**src/rtl/mult_div_unit.sv**
```systemverilog
// Multicycle signed multiply/divide unit feeding HI/LO.
// Multiply: radix-2 Booth, one step per cycle. Divide: restoring on
// magnitudes, then a single sign fix-up cycle. hi/lo update only when
// the result is committed, so reads stay stable during an operation.
module mult_div_unit #(
  parameter int WIDTH = 32
) (
  input  logic             clk,
  input  logic             reset,
  input  logic             start,
  input  logic             op,
  input  logic [WIDTH-1:0] a,
  input  logic [WIDTH-1:0] b,
  output logic             busy,
  output logic             done,
  output logic             div_zero,
  output logic [WIDTH-1:0] hi,
  output logic [WIDTH-1:0] lo
);

  localparam int CW = $clog2(WIDTH) + 1;
  localparam logic [CW-1:0] LAST = CW'(WIDTH - 1);
  localparam logic [CW-1:0] CMAX = '1;

  localparam logic [2:0] S_IDLE = 3'd0;
  localparam logic [2:0] S_MULT = 3'd1;
  localparam logic [2:0] S_DIV  = 3'd2;
  localparam logic [2:0] S_FIX  = 3'd3;
  localparam logic [2:0] S_FIN  = 3'd4;

  logic [2:0]       state;
  logic [CW-1:0]    cnt;
  // acc is one bit wider than an operand so Booth add/sub of the most
  // negative multiplier cannot overflow; in DIV it holds the remainder.
  logic [WIDTH:0]   acc;
  logic [WIDTH-1:0] q;      // multiplier / dividend-then-quotient
  logic             q1;     // Booth q(-1)
  logic [WIDTH-1:0] bval;   // multiplicand / divisor magnitude
  logic             sgn_a, sgn_b;

  logic [WIDTH:0]   b_ext, booth_sum, div_trial;
  logic [WIDTH-1:0] a_mag, b_mag, quo_fix, rem_fix;
  logic [CW-1:0]    cnt_inc;
  logic             last_step;

  // Datapath arithmetic for the current step
  always_comb begin
    b_ext = {bval[WIDTH-1], bval};
    case ({q[0], q1})
      2'b01:   booth_sum = acc + b_ext;
      2'b10:   booth_sum = acc - b_ext;
      default: booth_sum = acc;
    endcase
    div_trial = {acc[WIDTH-1:0], q[WIDTH-1]} - {1'b0, bval};
    // Magnitude of the most negative value wraps to itself, which is the
    // correct unsigned magnitude.
    a_mag     = a[WIDTH-1] ? -a : a;
    b_mag     = b[WIDTH-1] ? -b : b;
    quo_fix   = (sgn_a ^ sgn_b) ? -q : q;
    rem_fix   = sgn_a ? -acc[WIDTH-1:0] : acc[WIDTH-1:0];
    cnt_inc   = (cnt == CMAX) ? cnt : cnt + 1'b1;
    last_step = (cnt == LAST);
  end

  assign busy = (state == S_MULT) || (state == S_DIV) || (state == S_FIX);
  assign done = (state == S_FIN);

  // Control FSM, iteration registers and HI/LO commit
  always_ff @(posedge clk) begin
    if (!reset) begin
      state    <= S_IDLE;
      cnt      <= '0;
      acc      <= '0;
      q        <= '0;
      q1       <= 1'b0;
      bval     <= '0;
      sgn_a    <= 1'b0;
      sgn_b    <= 1'b0;
      div_zero <= 1'b0;
      hi       <= '0;
      lo       <= '0;
    end else begin
      case (state)
        S_IDLE: if (start) begin
          cnt      <= '0;
          div_zero <= 1'b0;
          acc      <= '0;
          q1       <= 1'b0;
          if (!op) begin
            q     <= a;
            bval  <= b;
            state <= S_MULT;
          end else if (b == '0) begin
            div_zero <= 1'b1;
            state    <= S_FIN;
          end else begin
            q     <= a_mag;
            bval  <= b_mag;
            sgn_a <= a[WIDTH-1];
            sgn_b <= b[WIDTH-1];
            state <= S_DIV;
          end
        end
        S_MULT: begin
          // add/sub then arithmetic shift right of {acc, q, q1}
          acc <= {booth_sum[WIDTH], booth_sum[WIDTH:1]};
          q   <= {booth_sum[0], q[WIDTH-1:1]};
          q1  <= q[0];
          cnt <= cnt_inc;
          if (last_step) begin
            hi    <= booth_sum[WIDTH:1];
            lo    <= {booth_sum[0], q[WIDTH-1:1]};
            state <= S_FIN;
          end
        end
        S_DIV: begin
          if (div_trial[WIDTH]) begin
            acc <= {acc[WIDTH-1:0], q[WIDTH-1]};
            q   <= {q[WIDTH-2:0], 1'b0};
          end else begin
            acc <= div_trial;
            q   <= {q[WIDTH-2:0], 1'b1};
          end
          cnt <= cnt_inc;
          if (last_step) state <= S_FIX;
        end
        S_FIX: begin
          hi    <= rem_fix;
          lo    <= quo_fix;
          state <= S_FIN;
        end
        default: state <= S_IDLE;
      endcase
    end
  end

endmodule

```
**config.mk**
```make
export PLATFORM = sky130hd
export DESIGN_NAME = mult_div_unit
export DESIGN_NICKNAME = d
export VERILOG_FILES = /design/src/rtl/mult_div_unit.sv
export SDC_FILE = /design/constraint.sdc
export NUM_CORES = 1
export LEC_CHECK = 0
export ABC_AREA = 1
export CAP_MARGIN = 20
export CORE_AREA = 2 2 265 267
export DETAILED_ROUTE_END_ITERATION = 6
export DIE_AREA = 0 0 267 269
export MAX_ROUTING_LAYER = met4
export SLEW_MARGIN = 30
export SYNTH_ARGS = -nofsm -noshare
export SYNTH_HDL_FRONTEND = slang
export SYNTH_SLANG_ARGS = --single-unit
```
**constraint.sdc**
```tcl
create_clock -name clk -period 8.75 [get_ports clk]
set_input_delay 1.3125 -clock clk [delete_from_list [all_inputs] [get_ports clk]]
set_output_delay 1.3125 -clock clk [all_outputs]
set_load 0.005 [all_outputs]
```
Word-level counts from Yosys, hierarchy flattened
Index checks and enable logic that the tools add are counted.
{"block": "totals", "inputBits": 68, "regBits": 174, "output_inout_bits": 67, "elab_cells": 85}
{"block": "op_classes", "n_mux": 32, "bitwise": 2, "n_reduce_logical": 18, "n_eq_ne": 14, "n_addsub": 8}
{"op": "2-to-1 mux 32 bit", "count": 11}
{"op": "negator 32 bit", "count": 4}
{"op": "case mux 32 bit (2 select lines)", "count": 2}
{"op": "case mux 33 bit (3 select lines)", "count": 1}
{"op": "case mux 32 bit (3 select lines)", "count": 1}
{"op": "2-to-1 mux 33 bit", "count": 2}
{"op": "case mux 33 bit (2 select lines)", "count": 1}
{"op": "adder 33 bit", "count": 1}
{"op": "subtractor 33 x 32 -> 33 bit", "count": 1}
{"op": "subtractor 33 bit", "count": 1}
{"op": "zero test 32 bit", "count": 1}
{"op": "2-to-1 mux 3 bit", "count": 5}
{"op": "2-to-1 mux 6 bit", "count": 2}
{"op": "case mux 3 bit (4 select lines)", "count": 1}
{"op": "case mux 6 bit (2 select lines)", "count": 1}
{"op": "AND reduction 3 bit", "count": 4}
{"op": "!= test 2 bit (second input constant)", "count": 5}
{"op": "AND reduction 2 bit", "count": 4}
{"op": "adder 6 x 1 -> 6 bit (second input constant)", "count": 1}
{"op": "equality test 3 x 2 -> 1 bit (second input constant)", "count": 2}
{"op": "equality test 6 x 5 -> 1 bit (second input constant)", "count": 1}
{"op": "equality test 6 bit (second input constant)", "count": 1}
{"op": "nonzero test 2 bit", "count": 3}
{"op": "2-to-1 mux 1 bit", "count": 4}
{"op": "other kinds (13)", "count": 14}

Depth between registers and ports, before layout
{"block": "depth", "ltp_word": 6, "mapped_depth": 28, "depth_no_buf": 28}

Worst setup path after synthesis
OpenSTA, ideal clock, no wires.
{"block": "synth_timing", "kind": "flip-flop to flip-flop", "startpoint": "register q[31]", "endpoint": "register acc[7]", "synth_period_minus_slack_ns": 3.201, "t_arrival_ns": 3.085, "path_buffers": 2, "setup_time_ns": 0.115, "setup_slack_ns": 5.549, "required_ns": 8.635, "stages_incl_launch_ff": 25, "path_cell_list": "dfxtp_1 > inv_1 > ha_1 > inv_1 > fa_1 > nand2_1 > o21ai_2 > nand2_1 > nand2_1 > nand2_1 > nand2_1 > nand2_1 > nand2_1 > nand4_1 > o311ai_0 > ha_1 > clkbuf_1 > inv_1 > clkbuf_1 > a21oi_1 > o21ai_0 > o21ai_0 > o22ai_1 > o21ai_0 > inv_1"}
{"block": "synth_via", "elab_chain_cells": 3}
{"item": "start, declared", "line_no": "36", "text": "logic [WIDTH-1:0] q;"}
{"item": "start signal, assigned", "line_no": "97", "text": "q <= a_mag;"}
{"item": "start signal, assigned", "line_no": "107", "text": "q <= {booth_sum[0], q[WIDTH-1:1]};"}
{"item": "start signal, assigned", "line_no": "119", "text": "q <= {q[WIDTH-2:0], 1'b0};"}
{"item": "subtractor 33 x 32 -> 33 bit", "line_no": "54", "text": "div_trial = {acc[WIDTH-1:0], q[WIDTH-1]} - {1'b0, bval};"}
{"item": "2-to-1 mux 33 bit", "line_no": "117", "text": "if (div_trial[WIDTH]) begin"}
{"item": "case mux 33 bit (3 select lines)", "line_no": "83", "text": "case (state)"}
{"item": "end signal, assigned", "line_no": "106", "text": "acc <= {booth_sum[WIDTH], booth_sum[WIDTH:1]};"}
{"item": "end signal, assigned", "line_no": "118", "text": "acc <= {acc[WIDTH-1:0], q[WIDTH-1]};"}
{"item": "end signal, assigned", "line_no": "121", "text": "acc <= div_trial;"}
{"item": "end, declared", "line_no": "35", "text": "logic [WIDTH:0] acc;"}
No other way between the ends.
A chain may end at the register's enable or synchronous reset.

Worst setup path after layout
{"block": "layout_timing", "startpoint": "register q[31]", "endpoint": "register acc[21]"}
The elaborated chain is that of the path after synthesis.

==> metrics.md <==
| Metric | Value |
|---|---|
| Top FF cell, synth | `dfxtp_1` |
| Status | `finished clean` |
| Worst-path fanout max | `34` |
| Syn. warnings | `0` |
| CTS Root Buffer Type | `clkbuf_16` |
| RSZ-0062 raised after global routing | `no` |
| TritonCTS clock tree | `yes` |
| Leak | `approximately 0.009 uW` |
| Synth cell types | `60` |
| Number of buffers created by CTS | `17` |
| Wirelength per Cell | `18.6 um` |
| Post-synth EDFFs | `0` |
| Number of antenna violations at the first check in global routing | `0` |
| R2r setup slk | `about 4.5 ns` |
| Type of origin of the critical path | `flip-flop` |
| DR vias | `about 20k` |
| Req. time, crit path | `9.15 ns` |
| Row cnt | `97` |
| Post-Route WL | `~74000 um` |
| Synth area leaders | `dfxtp_1 20%, nand2_1 17%, inv_1 8.6%, a21oi_1 8.1%, nand3_1 6.9%` |
| Worst Max-Slew Pin Slew | `about 0.94 ns` |
| Gpl congestion | `around 1` |
| Number of gates resized after CTS | `0` |
| Hold Path Sink | `div_zero` |
| Power Density | `about 450 nW/um^2` |
| Seq/Total Area, Yosys | `0.203` |
| GRT Overall Usage | `0.211` |
| Avg Vias per Cell | `approximately 5` |
| Critical Path End Type | `flip-flop` |
| Worst VDD drop | `between 0.0002 and 0.0003 V` |
| Syn Area/Cell | `roughly 5.8 sq um` |
| Area leader, netlist | `dfxtp_1` |
| CTS Sinks | `approximately 170` |
| Total grt overflow | `0` |
| I/O pins | `between 100 and 150` |
| R2R depth | `21` |
| Type of the worst min-delay path | `flip-flop to flip-flop` |
| Drt drc | `0` |
| Clock period minus worst slack | `approximately 4.3 ns` |
| IO Port Bufs | `~130` |
| Clock Path Buffers | `2` |
| Drt pass-1 iters | `6` |
| Antenna fix cells | `0` |
| Clock-pin slew on the worst setup and hold paths | `around 0.08 ns` |
| Crit share post-route | `0.487` |
| Setup Buffers After CTS | `0` |
| Cts hold-fix bufs | `0` |
| Worst-Skew Late Latency | `~0.51 ns` |
| Post-route setup TNS | `0 ns` |
| Syn_nets | `a little over 3k` |
| Largest net degree at the start of global routing | `82` |
| Fin. max-slew vios | `0` |
| Setup violations, final | `0` |
| Min-Delay Path Depth | `2` |
| Finished Layout Cells | `a little under 4k` |
| Die height | `around 270 um` |
| Gate Count Post-Synth | `around 3.0k` |
| Cell area after synthesis | `between 15000 and 20000 sq um` |
| Layout Nets | `around 3.2k` |
| DP HPWL | `about 58000 um` |
| Power Total | `~9000 uW` |
| Starting Density | `0.247` |
| DRT iter0 DRCs | `1917` |
| P&R area growth vs syn | `15.8%` |
| Vias in the first global route | `between 15k and 20k` |
| Most common cell in the netlist | `nand2_1` |
| Die ar. | `71800 sq um` |
| First-pass GRT wire length | `112000 um` |
| Remaining antenna violation count | `0` |
| Max-cap violations | `0` |
| R2r startpoint | `q[31]` |
| Ys async rst share | `0` |
| Crit Path Class | `flip-flop to flip-flop` |
| Die width | `267 um` |
| FMAX | `~0.23 GHz` |
| Dpl cells | `~3.9k` |
| Most instantiated cells after synthesis | `783 x nand2_1, 393 x inv_1, 285 x nor2_1` |
| Final hold vios | `0` |
| Rel. slew slack | `0.369` |
| Synth top area share | `0.203` |
| Synth Register Bits | `roughly 170` |
| Min-Delay Startpoint | `div_zero` |
| # H-tree levels | `4` |
| Arrival time worst endpoint | `between 4 and 5 ns` |
| Core area | `69300 sq um` |
| Layout cells sized above 1 | `0.0505` |
| Reg2reg end | `acc[21]` |
| Fin Clk Skew | `0.0239 ns` |
==> kinds of logic (layout without fill, tap and decap cells) <==
logic type,after synthesis,in the layout,share of synthesized area
xor gates and xnor gates,85,85,0.0444
buffers and inverters,517,592,0.120
and+or+nand+nor,1470,1470,0.372
DFF,174,174,0.203
AOI/OAI and AO/OA,635,635,0.205
adders and majority gates,74,74,0.0550
==> registers in the layout, summed over array words and instances (netlist names) <==
register and count:
acc 33, bval 32, hi 32, lo 32, q 32, cnt 6, state 3, div_zero 1
q1 1, sgn_a 1, sgn_b 1
==> worst max-delay path by stage <==
stage / endpoint / slack (ns) / cells after the start / startpoint
2_1_floorplan: acc[7] / 5.55 / 24 / q[31]
3_3_place_gp: q[29] / 4.25 / 15 / b[0]
3_5_place_dp: q[21] / 4.25 / 14 / b[0]
4_1_cts: acc[21] / 4.59 / 21 / q[31]
5_1_grt: acc[3] / 4.27 / 23 / q[31]
6_report: acc[21] / 4.49 / 21 / q[31]
==> per-stage QoR <==
step                instance area (sq um)   util  hold slack [ns]  setup WS [ns]
floorplan                           17100      -            0.442           5.55
global placement                    19200  0.278            0.436           4.25
detailed placement                  19200  0.278            0.445           4.25
CTS                                 19800  0.286            0.464           4.59
global route                        19800  0.286            0.489           4.27
finish                              19800  0.286            0.461           4.49
==> power breakdown <==
part / switching (uW) / internal [uW] / total [uW]
combinational: 4820 / 2000 / 6820
clock: 396 / 403 / 799
sequential: 400 / 997 / 1400
==> worst max-delay path, stage by stage, from the launching register on <==
cell and delay [ns]:
dfxtp_1 0.32, inv_1 0.23, ha_1 0.20, inv_1 0.08, fa_1 0.46, nand2_1 0.13
o21ai_2 0.11, nand2_1 0.08, nand2_1 0.10, nand2_1 0.08, nand2_1 0.14, nand2_1 0.15
nand2_1 0.09, nand4_1 0.08, o311ai_0 0.23, ha_1 0.49, buf_4 0.43, nand3_1 0.37
nand2_1 0.16, nand3_1 0.08, nand2_1 0.06, inv_1 0.05
==> layout by cell type (no fill, tap or decap), drive strengths merged, types with 71 or more instances in the layout <==
cell and count:
nor2 306, inv 416, nand3 245, o21ai 233, dfxtp 174, ha 72, a21oi 286, clkdlybuf4s50 133
xor2 71, nand2 797
==> area by class of cell <==
| type | count | area [sq um] |
|---|---|---|
| sequential | 174 | 3480 |
| clock inverter | 14 | 150 |
| timing repair buffer | 147 | 1440 |
| clock buffer | 18 | 429 |
| tap | 940 | 1180 |
| inverter | 413 | 1550 |
| multi-input combinational | 2264 | 11600 |
| fill | 7931 | 49500 |
==> per-layer routing <==
metal | GRT usage | wire [um] | part of all wire
met1 | 0.276 | 33100 | 0.45
met2 | 0.332 | 33300 | 0.45
met3 | 0.0368 | 5380 | 0.073
met4 | 0.0648 | 2040 | 0.028
met5 | - | 0 | 0
No activity file was read; power rests on OpenSTA's default activity.
